File: config.mk
export PLATFORM = sky130hd
export DESIGN_NAME = rab_ar_sender_flat
export DESIGN_NICKNAME = d
export VERILOG_FILES = /design/src/rtl/rab_ar_sender_if.sv /design/src/rtl/rab_ar_sender.sv /design/src/flat_wrapper.sv
export SDC_FILE = /design/constraint.sdc
export NUM_CORES = 1
export LEC_CHECK = 0
export ABC_CLOCK_PERIOD_IN_PS = 2050
export BUFFER_PORTS_ARGS = -buffer_cell sky130_fd_sc_hd__buf_2
export CAP_MARGIN = 25
export CORE_MARGIN = 2
export CORE_UTILIZATION = 25
export CTS_CLUSTER_DIAMETER = 30
export DETAILED_ROUTE_END_ITERATION = 16
export REMOVE_ABC_BUFFERS = 1
export SETUP_SLACK_MARGIN = 0.1
export SLEW_MARGIN = 20
export SYNTH_ARGS = -nofsm -noshare
export SYNTH_HDL_FRONTEND = slang
export SYNTH_SLANG_ARGS = --single-unit
File: constraint.sdc
create_clock -name Clk_CI -period 2.05 [get_ports Clk_CI]
set_input_delay 0.205 -clock Clk_CI [delete_from_list [all_inputs] [get_ports Clk_CI]]
set_output_delay 0.205 -clock Clk_CI [all_outputs]
set_load 0.01 [all_outputs]
File: src/rtl/rab_ar_sender_if.sv
// AR request channel toward the master port and the R error-beat channel toward
// the slave port of rab_ar_sender, grouped for use as a single port.
interface rab_ar_sender_if #(
  parameter int AXI_M_ADDR_WIDTH = 40,
  parameter int AXI_ID_WIDTH     = 8,
  parameter int AXI_USER_WIDTH   = 6,
  parameter int AXI_DATA_WIDTH   = 64
) ();
  logic                        m_ar_valid_o;
  logic                        m_ar_ready_i;
  logic [AXI_M_ADDR_WIDTH-1:0] m_ar_addr_o;
  logic [AXI_ID_WIDTH-1:0]     m_ar_id_o;
  logic [7:0]                  m_ar_len_o;
  logic [AXI_USER_WIDTH-1:0]   m_ar_user_o;
  logic                        m_ar_coherent_o;
  logic                        s_r_valid_o;
  logic                        s_r_ready_i;
  logic [AXI_ID_WIDTH-1:0]     s_r_id_o;
  logic [AXI_DATA_WIDTH-1:0]   s_r_data_o;
  logic [1:0]                  s_r_resp_o;
  logic                        s_r_last_o;

  modport master (
    output m_ar_valid_o, m_ar_addr_o, m_ar_id_o, m_ar_len_o, m_ar_user_o, m_ar_coherent_o,
    input  m_ar_ready_i,
    output s_r_valid_o, s_r_id_o, s_r_data_o, s_r_resp_o, s_r_last_o,
    input  s_r_ready_i
  );

  modport slave (
    input  m_ar_valid_o, m_ar_addr_o, m_ar_id_o, m_ar_len_o, m_ar_user_o, m_ar_coherent_o,
    output m_ar_ready_i,
    input  s_r_valid_o, s_r_id_o, s_r_data_o, s_r_resp_o, s_r_last_o,
    output s_r_ready_i
  );
endinterface

File: src/rtl/rab_ar_sender.sv
// Per-port AR-channel consumer of the RAB lookup decision: forwards accepted reads,
// answers dropped reads with len+1 SLVERR beats, and counts drops/misses.
module rab_ar_sender #(
  parameter int AXI_M_ADDR_WIDTH = 40,
  parameter int AXI_ID_WIDTH     = 8,
  parameter int AXI_USER_WIDTH   = 6,
  parameter int AXI_DATA_WIDTH   = 64,
  parameter int CNT_WIDTH        = 16
) (
  input  logic                        Clk_CI,
  input  logic                        Rst_RBI,
  input  logic                        accept_i,
  input  logic                        drop_i,
  input  logic                        miss_i,
  input  logic [AXI_M_ADDR_WIDTH-1:0] out_addr_i,
  input  logic                        cache_coherent_i,
  input  logic [AXI_ID_WIDTH-1:0]     in_id_i,
  input  logic [7:0]                  in_len_i,
  input  logic [AXI_USER_WIDTH-1:0]   in_user_i,
  output logic                        sent_o,
  rab_ar_sender_if.master             bus,
  output logic                        err_busy_o,
  output logic [CNT_WIDTH-1:0]        drop_cnt_o,
  output logic [CNT_WIDTH-1:0]        miss_cnt_o
);

  typedef enum logic [1:0] {
    S_IDLE = 2'd0,
    S_ADDR = 2'd1,
    S_ERR  = 2'd2
  } state_e;

  localparam logic [CNT_WIDTH-1:0] CNT_ONE = {{(CNT_WIDTH-1){1'b0}}, 1'b1};

  state_e                      r_state;
  state_e                      w_state_nxt;
  logic                        w_cap_drop;
  logic                        w_cap_acc;
  logic                        w_last;
  logic                        w_err_valid;
  logic [AXI_M_ADDR_WIDTH-1:0] r_addr;
  logic [AXI_ID_WIDTH-1:0]     r_id;
  logic [7:0]                  r_len;
  logic [AXI_USER_WIDTH-1:0]   r_user;
  logic                        r_coh;
  logic [7:0]                  r_beat_cnt;
  logic [CNT_WIDTH-1:0]        r_drop_cnt;
  logic [CNT_WIDTH-1:0]        r_miss_cnt;

  always_ff @(posedge Clk_CI or negedge Rst_RBI) begin
    if (!Rst_RBI) begin
      r_state <= S_IDLE;
    end else begin
      r_state <= w_state_nxt;
    end
  end

  // Drop wins over accept if the lookup ever raises both.
  always_comb begin
    w_state_nxt = r_state;
    sent_o      = 1'b0;
    w_cap_drop  = 1'b0;
    w_cap_acc   = 1'b0;
    w_last      = (r_beat_cnt == 8'd0);
    case (r_state)
      S_IDLE: begin
        if (drop_i) begin
          w_cap_drop  = 1'b1;
          w_state_nxt = S_ERR;
        end else if (accept_i) begin
          w_cap_acc   = 1'b1;
          w_state_nxt = S_ADDR;
        end else begin
          w_state_nxt = S_IDLE;
        end
      end
      S_ADDR: begin
        if (bus.m_ar_ready_i) begin
          sent_o      = 1'b1;
          w_state_nxt = S_IDLE;
        end else begin
          w_state_nxt = S_ADDR;
        end
      end
      S_ERR: begin
        if (bus.s_r_ready_i && w_last) begin
          sent_o      = 1'b1;
          w_state_nxt = S_IDLE;
        end else begin
          w_state_nxt = S_ERR;
        end
      end
      default: begin
        w_state_nxt = S_IDLE;
      end
    endcase
  end

  always_ff @(posedge Clk_CI or negedge Rst_RBI) begin
    if (!Rst_RBI) begin
      r_addr <= '0;
      r_id   <= '0;
      r_len  <= 8'd0;
      r_user <= '0;
      r_coh  <= 1'b0;
    end else if (w_cap_acc) begin
      r_addr <= out_addr_i;
      r_id   <= in_id_i;
      r_len  <= in_len_i;
      r_user <= in_user_i;
      r_coh  <= cache_coherent_i;
    end else if (w_cap_drop) begin
      r_id   <= in_id_i;
      r_len  <= in_len_i;
    end
  end

  // Beat counter holds the number of error beats still owed after the current one.
  always_ff @(posedge Clk_CI or negedge Rst_RBI) begin
    if (!Rst_RBI) begin
      r_beat_cnt <= 8'd0;
    end else if (w_cap_drop) begin
      r_beat_cnt <= in_len_i;
    end else if (w_err_valid && bus.s_r_ready_i && !w_last) begin
      r_beat_cnt <= r_beat_cnt - 8'd1;
    end
  end

  always_ff @(posedge Clk_CI or negedge Rst_RBI) begin
    if (!Rst_RBI) begin
      r_drop_cnt <= '0;
      r_miss_cnt <= '0;
    end else if (w_cap_drop) begin
      if (r_drop_cnt != {CNT_WIDTH{1'b1}}) begin
        r_drop_cnt <= r_drop_cnt + CNT_ONE;
      end
      if (miss_i && (r_miss_cnt != {CNT_WIDTH{1'b1}})) begin
        r_miss_cnt <= r_miss_cnt + CNT_ONE;
      end
    end
  end

  assign w_err_valid         = (r_state == S_ERR);
  assign bus.m_ar_valid_o    = (r_state == S_ADDR);
  assign bus.m_ar_addr_o     = r_addr;
  assign bus.m_ar_id_o       = r_id;
  assign bus.m_ar_len_o      = r_len;
  assign bus.m_ar_user_o     = r_user;
  assign bus.m_ar_coherent_o = r_coh;
  assign bus.s_r_valid_o     = w_err_valid;
  assign bus.s_r_id_o        = r_id;
  assign bus.s_r_data_o      = '0;
  assign bus.s_r_resp_o      = w_err_valid ? 2'b10 : 2'b00;
  assign bus.s_r_last_o      = w_err_valid && w_last;
  assign err_busy_o          = w_err_valid;
  assign drop_cnt_o          = r_drop_cnt;
  assign miss_cnt_o          = r_miss_cnt;

endmodule

File: src/flat_wrapper.sv
// flat-port wrapper written by rule: the top's interface ports become plain ports
module rab_ar_sender_flat 
#(
  parameter int AXI_M_ADDR_WIDTH = 40,
  parameter int AXI_ID_WIDTH     = 8,
  parameter int AXI_USER_WIDTH   = 6,
  parameter int AXI_DATA_WIDTH   = 64,
  parameter int CNT_WIDTH        = 16
)
  (Clk_CI, Rst_RBI, accept_i, drop_i, miss_i, out_addr_i, cache_coherent_i, in_id_i, in_len_i, in_user_i, sent_o, err_busy_o, drop_cnt_o, miss_cnt_o, bus_m_ar_valid_o, bus_m_ar_addr_o, bus_m_ar_id_o, bus_m_ar_len_o, bus_m_ar_user_o, bus_m_ar_coherent_o, bus_m_ar_ready_i, bus_s_r_valid_o, bus_s_r_id_o, bus_s_r_data_o, bus_s_r_resp_o, bus_s_r_last_o, bus_s_r_ready_i);
  rab_ar_sender_if #(.AXI_M_ADDR_WIDTH(AXI_M_ADDR_WIDTH), .AXI_ID_WIDTH(AXI_ID_WIDTH), .AXI_USER_WIDTH(AXI_USER_WIDTH), .AXI_DATA_WIDTH(AXI_DATA_WIDTH)) bus_i ();
  input  logic Clk_CI;
  input  logic Rst_RBI;
  input  logic accept_i;
  input  logic drop_i;
  input  logic miss_i;
  input  logic [AXI_M_ADDR_WIDTH-1:0] out_addr_i;
  input  logic cache_coherent_i;
  input  logic [AXI_ID_WIDTH-1:0] in_id_i;
  input  logic [7:0] in_len_i;
  input  logic [AXI_USER_WIDTH-1:0] in_user_i;
  output logic sent_o;
  output logic err_busy_o;
  output logic [CNT_WIDTH-1:0] drop_cnt_o;
  output logic [CNT_WIDTH-1:0] miss_cnt_o;
  output wire logic [$bits(bus_i.m_ar_valid_o)-1:0] bus_m_ar_valid_o;
  output wire logic [$bits(bus_i.m_ar_addr_o)-1:0] bus_m_ar_addr_o;
  output wire logic [$bits(bus_i.m_ar_id_o)-1:0] bus_m_ar_id_o;
  output wire logic [$bits(bus_i.m_ar_len_o)-1:0] bus_m_ar_len_o;
  output wire logic [$bits(bus_i.m_ar_user_o)-1:0] bus_m_ar_user_o;
  output wire logic [$bits(bus_i.m_ar_coherent_o)-1:0] bus_m_ar_coherent_o;
  input wire logic [$bits(bus_i.m_ar_ready_i)-1:0] bus_m_ar_ready_i;
  output wire logic [$bits(bus_i.s_r_valid_o)-1:0] bus_s_r_valid_o;
  output wire logic [$bits(bus_i.s_r_id_o)-1:0] bus_s_r_id_o;
  output wire logic [$bits(bus_i.s_r_data_o)-1:0] bus_s_r_data_o;
  output wire logic [$bits(bus_i.s_r_resp_o)-1:0] bus_s_r_resp_o;
  output wire logic [$bits(bus_i.s_r_last_o)-1:0] bus_s_r_last_o;
  input wire logic [$bits(bus_i.s_r_ready_i)-1:0] bus_s_r_ready_i;
  assign bus_m_ar_valid_o = bus_i.m_ar_valid_o;
  assign bus_m_ar_addr_o = bus_i.m_ar_addr_o;
  assign bus_m_ar_id_o = bus_i.m_ar_id_o;
  assign bus_m_ar_len_o = bus_i.m_ar_len_o;
  assign bus_m_ar_user_o = bus_i.m_ar_user_o;
  assign bus_m_ar_coherent_o = bus_i.m_ar_coherent_o;
  assign bus_i.m_ar_ready_i = bus_m_ar_ready_i;
  assign bus_s_r_valid_o = bus_i.s_r_valid_o;
  assign bus_s_r_id_o = bus_i.s_r_id_o;
  assign bus_s_r_data_o = bus_i.s_r_data_o;
  assign bus_s_r_resp_o = bus_i.s_r_resp_o;
  assign bus_s_r_last_o = bus_i.s_r_last_o;
  assign bus_i.s_r_ready_i = bus_s_r_ready_i;
  rab_ar_sender #(.AXI_M_ADDR_WIDTH(AXI_M_ADDR_WIDTH), .AXI_ID_WIDTH(AXI_ID_WIDTH), .AXI_USER_WIDTH(AXI_USER_WIDTH), .AXI_DATA_WIDTH(AXI_DATA_WIDTH), .CNT_WIDTH(CNT_WIDTH)) u_core (.Clk_CI(Clk_CI), .Rst_RBI(Rst_RBI), .accept_i(accept_i), .drop_i(drop_i), .miss_i(miss_i), .out_addr_i(out_addr_i), .cache_coherent_i(cache_coherent_i), .in_id_i(in_id_i), .in_len_i(in_len_i), .in_user_i(in_user_i), .sent_o(sent_o), .bus(bus_i), .err_busy_o(err_busy_o), .drop_cnt_o(drop_cnt_o), .miss_cnt_o(miss_cnt_o));
endmodule
==> summary.txt <==
GRT
  • Largest net degree at the start of global routing: 49
  • Grt total ovfl: 0
  • Initial antenna violation count: 0
  • All-Layer GR Usage: 11.1%
  • Number of global-route vias before repair: 3,677
  • First-pass GRT wire length: 19,000 um

Timing
  • Total negative setup slack: -0.0498 ns
  • Min Tclk post-route: 2.09 ns
  • Skew final: 0.00984 ns
  • Period utilization: 102%
  • Final Setup Violations: 2
  • Worst Tran Pin Value: 0.595 ns
  • Max_slew headroom: 59.3%
  • Final hold vios: 0
  • RSZ-0062 raised after global routing: true
  • Slack of the critical path: -0.0399 ns
  • Max Clk Rate: 478 MHz
  • Max-slew violation count: 0

CTS
  • Clock Tree Buf Depth: 2
  • TritonCTS clock tree: yes
  • Clock buffer count from CTS: 9
  • Register clock-pin slew on the reported worst setup and hold paths: 0.07 ns
  • Clock sink count: 105
  • H-Tree Depth: 3
  • Clock root buffer master: clkbuf_16
  • Skew-Pair Late Insertion Delay: 0.34 ns

Critical path
  • CP Class: flop to primary output
  • CP cell instances: or4_4 -> nor3_4 -> buf_6 -> a32oi_1 -> nor2b_1 -> buf_2
  • Req. time, crit path: 1.85 ns
  • Slowest cell on the critical path: or4_4
  • Crit. End Element: primary output
  • Cell family with most CP delay: simple AND/OR/NAND/NOR gates
  • Slowest cell delay on critical path: 0.55 ns
  • Arrival @ worst endpoint: 1.88 ns
  • CP Max Fanout: 3
  • Nature of the critical path startpoint: flop
  • Bufs and invs on worst path: 2

Pwr
  • Switch share: 35.4%
  • Worst VDD drop: 0.720 mV
  • P_sw: 2.97 mW
  • Leak pwr: 3.31 nW
  • PwrDens: 1270 nW/um^2
  • Comb pwr share: 39.6%
  • Clock power frac: 19.8%
  • Pint: 5.41 mW
  • Sequential power share: 40.6%

Die
  • Core Box Area: 20,200 sq um
  • Die area: 21,800 sq um
  • I/O Pins: 244
  • FP Rows: 52
  • Die Height: 148 um
  • Initial Utilization: 25.5%
  • Chip Width: 148 um

Final layout
  • Area Growth Syn to Fin: 28.0%
  • Fin area: 6610 sq um
  • Ant. Diodes: 0
  • Register Area: 2630 sq um
  • Layout cell share with drive strength beyond 1: 47.7%
  • Most common cell after layout, fill and taps aside: buf_2
  • Nets: 712
  • Filler Cells Inserted: 2,062
  • Multi-input logic area: 2180 sq um
  • Highest-count cells in the layout ignoring fill and taps: 176 x buf_2, 105 x dfrtp_1, 66 x mux2_2, 65 x conb_1, 26 x buf_4
  • Fin cells: 910

Route
  • Routed wire length: 12,200 um
  • M1 WL: 5010 um
  • Vias post-DR: 3,784
  • Uppermost routed layer: met4
  • Met3 routed WL: 903 um
  • First-pass iteration count of the detailed router: 7
  • DRT antenna net count: 0
  • DR iter-0 viols: 119
  • WL per Instance: 13.4 um
  • # DRC: 0
  • Vias per cell: 4.16
  • Length of routed met2 wiring: 6130 um

Synth
  • Number of synthesized flops with an enable pin: 0
  • Post-synth ARST share: 100%
  • #FFs+latches synth: 105
  • Seq/Total Area, Yosys: 50.9%
  • Synthesized cell area: 5160 sq um
  • Post-synth top flop: dfrtp_1
  • Syn avg cell area: 11.8 sq um
  • Synthesis Warnings: 0
  • Synthesized instance count: 438
  • Yosys cell types: 48

Status
  • Outcome: finished, violations left
  • Failing checks: negative setup slack

Placed design
  • Setup WS pre-CTS: 0.116 ns
  • HPWL after DPL: 9280 um
  • GPL Wtd Cong: 0.807
  • IO Port Bufs: 178
  • Dpl cell area: 6230 sq um
  • Placed insts: 889

Min path
  • HP Class: primary input to flop

Job
  • Max-cap viol count: 0
==> synthesized netlist by cell type (6+ instances only) <==
cell,instances,area [sq um]
a21oi_1,8,40.0
and3_1,6,37.5
buf_4,75,563
clkbuf_1,6,22.5
dfrtp_1,105,2630
ha_1,7,87.6
inv_1,8,30.0
mux2_2,66,743
nand2_1,20,75.1
nand3_1,16,80.1
nand4_1,7,43.8
nor2_1,17,63.8
nor3_1,8,40.0
nor4_1,7,43.8
o21ai_0,7,35.0
xnor2_1,13,114
xor2_1,15,131
==> cells by family after synthesis <==
logic type | after synthesis | share of synthesized area (%)
other | 1 | 0.0727
xor gates and xnor gates | 28 | 4.75
muxes | 69 | 15.0
AOI/OAI and AO/OA | 33 | 4.24
DFF | 105 | 50.9
adders and majority gates | 7 | 1.70
buffers and inverters | 93 | 12.4
and+or+nand+nor | 102 | 10.9
==> layout make-up <==
class	instances	share of cell area, %
clock buffer	12	3.73
clock inverter	4	0.530
inverter	8	0.455
multi-input combinational	304	33.0
sequential	105	39.8
tap	270	5.11
timing repair buffer	207	17.4
==> worst reg2reg max path: stages, from the launching register on <==
cell and delay [ns]:
dfrtp_1 0.40, inv_1 0.09, ha_1 0.18, buf_4 0.16
nand2_1 0.13, a2111oi_0 0.59, xnor2_1 0.20, a21oi_1 0.09
==> layer usage <==
layer	track usage, %	vias to the layer above
li1	-	1774
met1	13.1	1818
met2	19.0	181
met3	3.61	11
met4	3.80	0
met5	0	-
==> sequential cells by signal (all words and copies together), names as in the netlist <==
name,flops
u_core.r_state,2
u_core.bus.m_ar_user_o,6
u_core.drop_cnt_o,16
u_core.bus.m_ar_id_o,8
u_core.r_beat_cnt,8
u_core.miss_cnt_o,16
u_core.bus.m_ar_coherent_o,1
u_core.bus.m_ar_addr_o,40
u_core.bus.m_ar_len_o,8
==> path summary, 6_finish.rpt <==
kind / start / to / slack [ns] / cells past startpoint
setup reg to reg: u_core.r_state[0] / u_core.r_beat_cnt[4] / 0.10 / 7
setup / recovery: u_core.r_beat_cnt[4] / sent_o / -0.04 / 6
hold / removal: in_user_i[0] / u_core.bus.m_ar_user_o[0] / 0.09 / 2
max in group asynchronous: Rst_RBI / u_core.drop_cnt_o[11] / 1.14 / 3
min in group asynchronous: Rst_RBI / u_core.bus.m_ar_addr_o[14] / 0.28 / 2
hold reg to reg: u_core.bus.m_ar_addr_o[4] / u_core.bus.m_ar_addr_o[4] / 0.50 / 1
==> stage by stage <==
stage	power [mW]	hold slack (ns)	utilization, %
2_1_floorplan	5.21	-0.0906	-
5_1_grt	8.97	0.0603	32.6
3_3_place_gp	6.65	0.117	30.8
6_report	8.38	0.0854	32.6
4_1_cts	8.48	0.0634	32.4
3_5_place_dp	6.71	0.109	30.8
==> power by group through the flow <==
stage	Sequential, mW	Combinational, mW	Clock [mW]
after floorplan	3.82	1.39	0
after global placement	3.41	3.24	0
after detailed placement	3.44	3.27	0
after CTS	3.41	3.33	1.74
after global routing	3.52	3.63	1.82
final	3.40	3.32	1.66
==> what timing repair did <==
item                                   4_1_cts  5_1_grt
pin swaps                                    3        3
setup buffers                                2        2
hold buffers                                 1        0
setup endpoints to repair                    2       16
cloned                                       0        0
endpoints found under the hold margin       18        0
gates resized for setup                      4        8
Note: power is estimated with default switching activity, not from simulation.
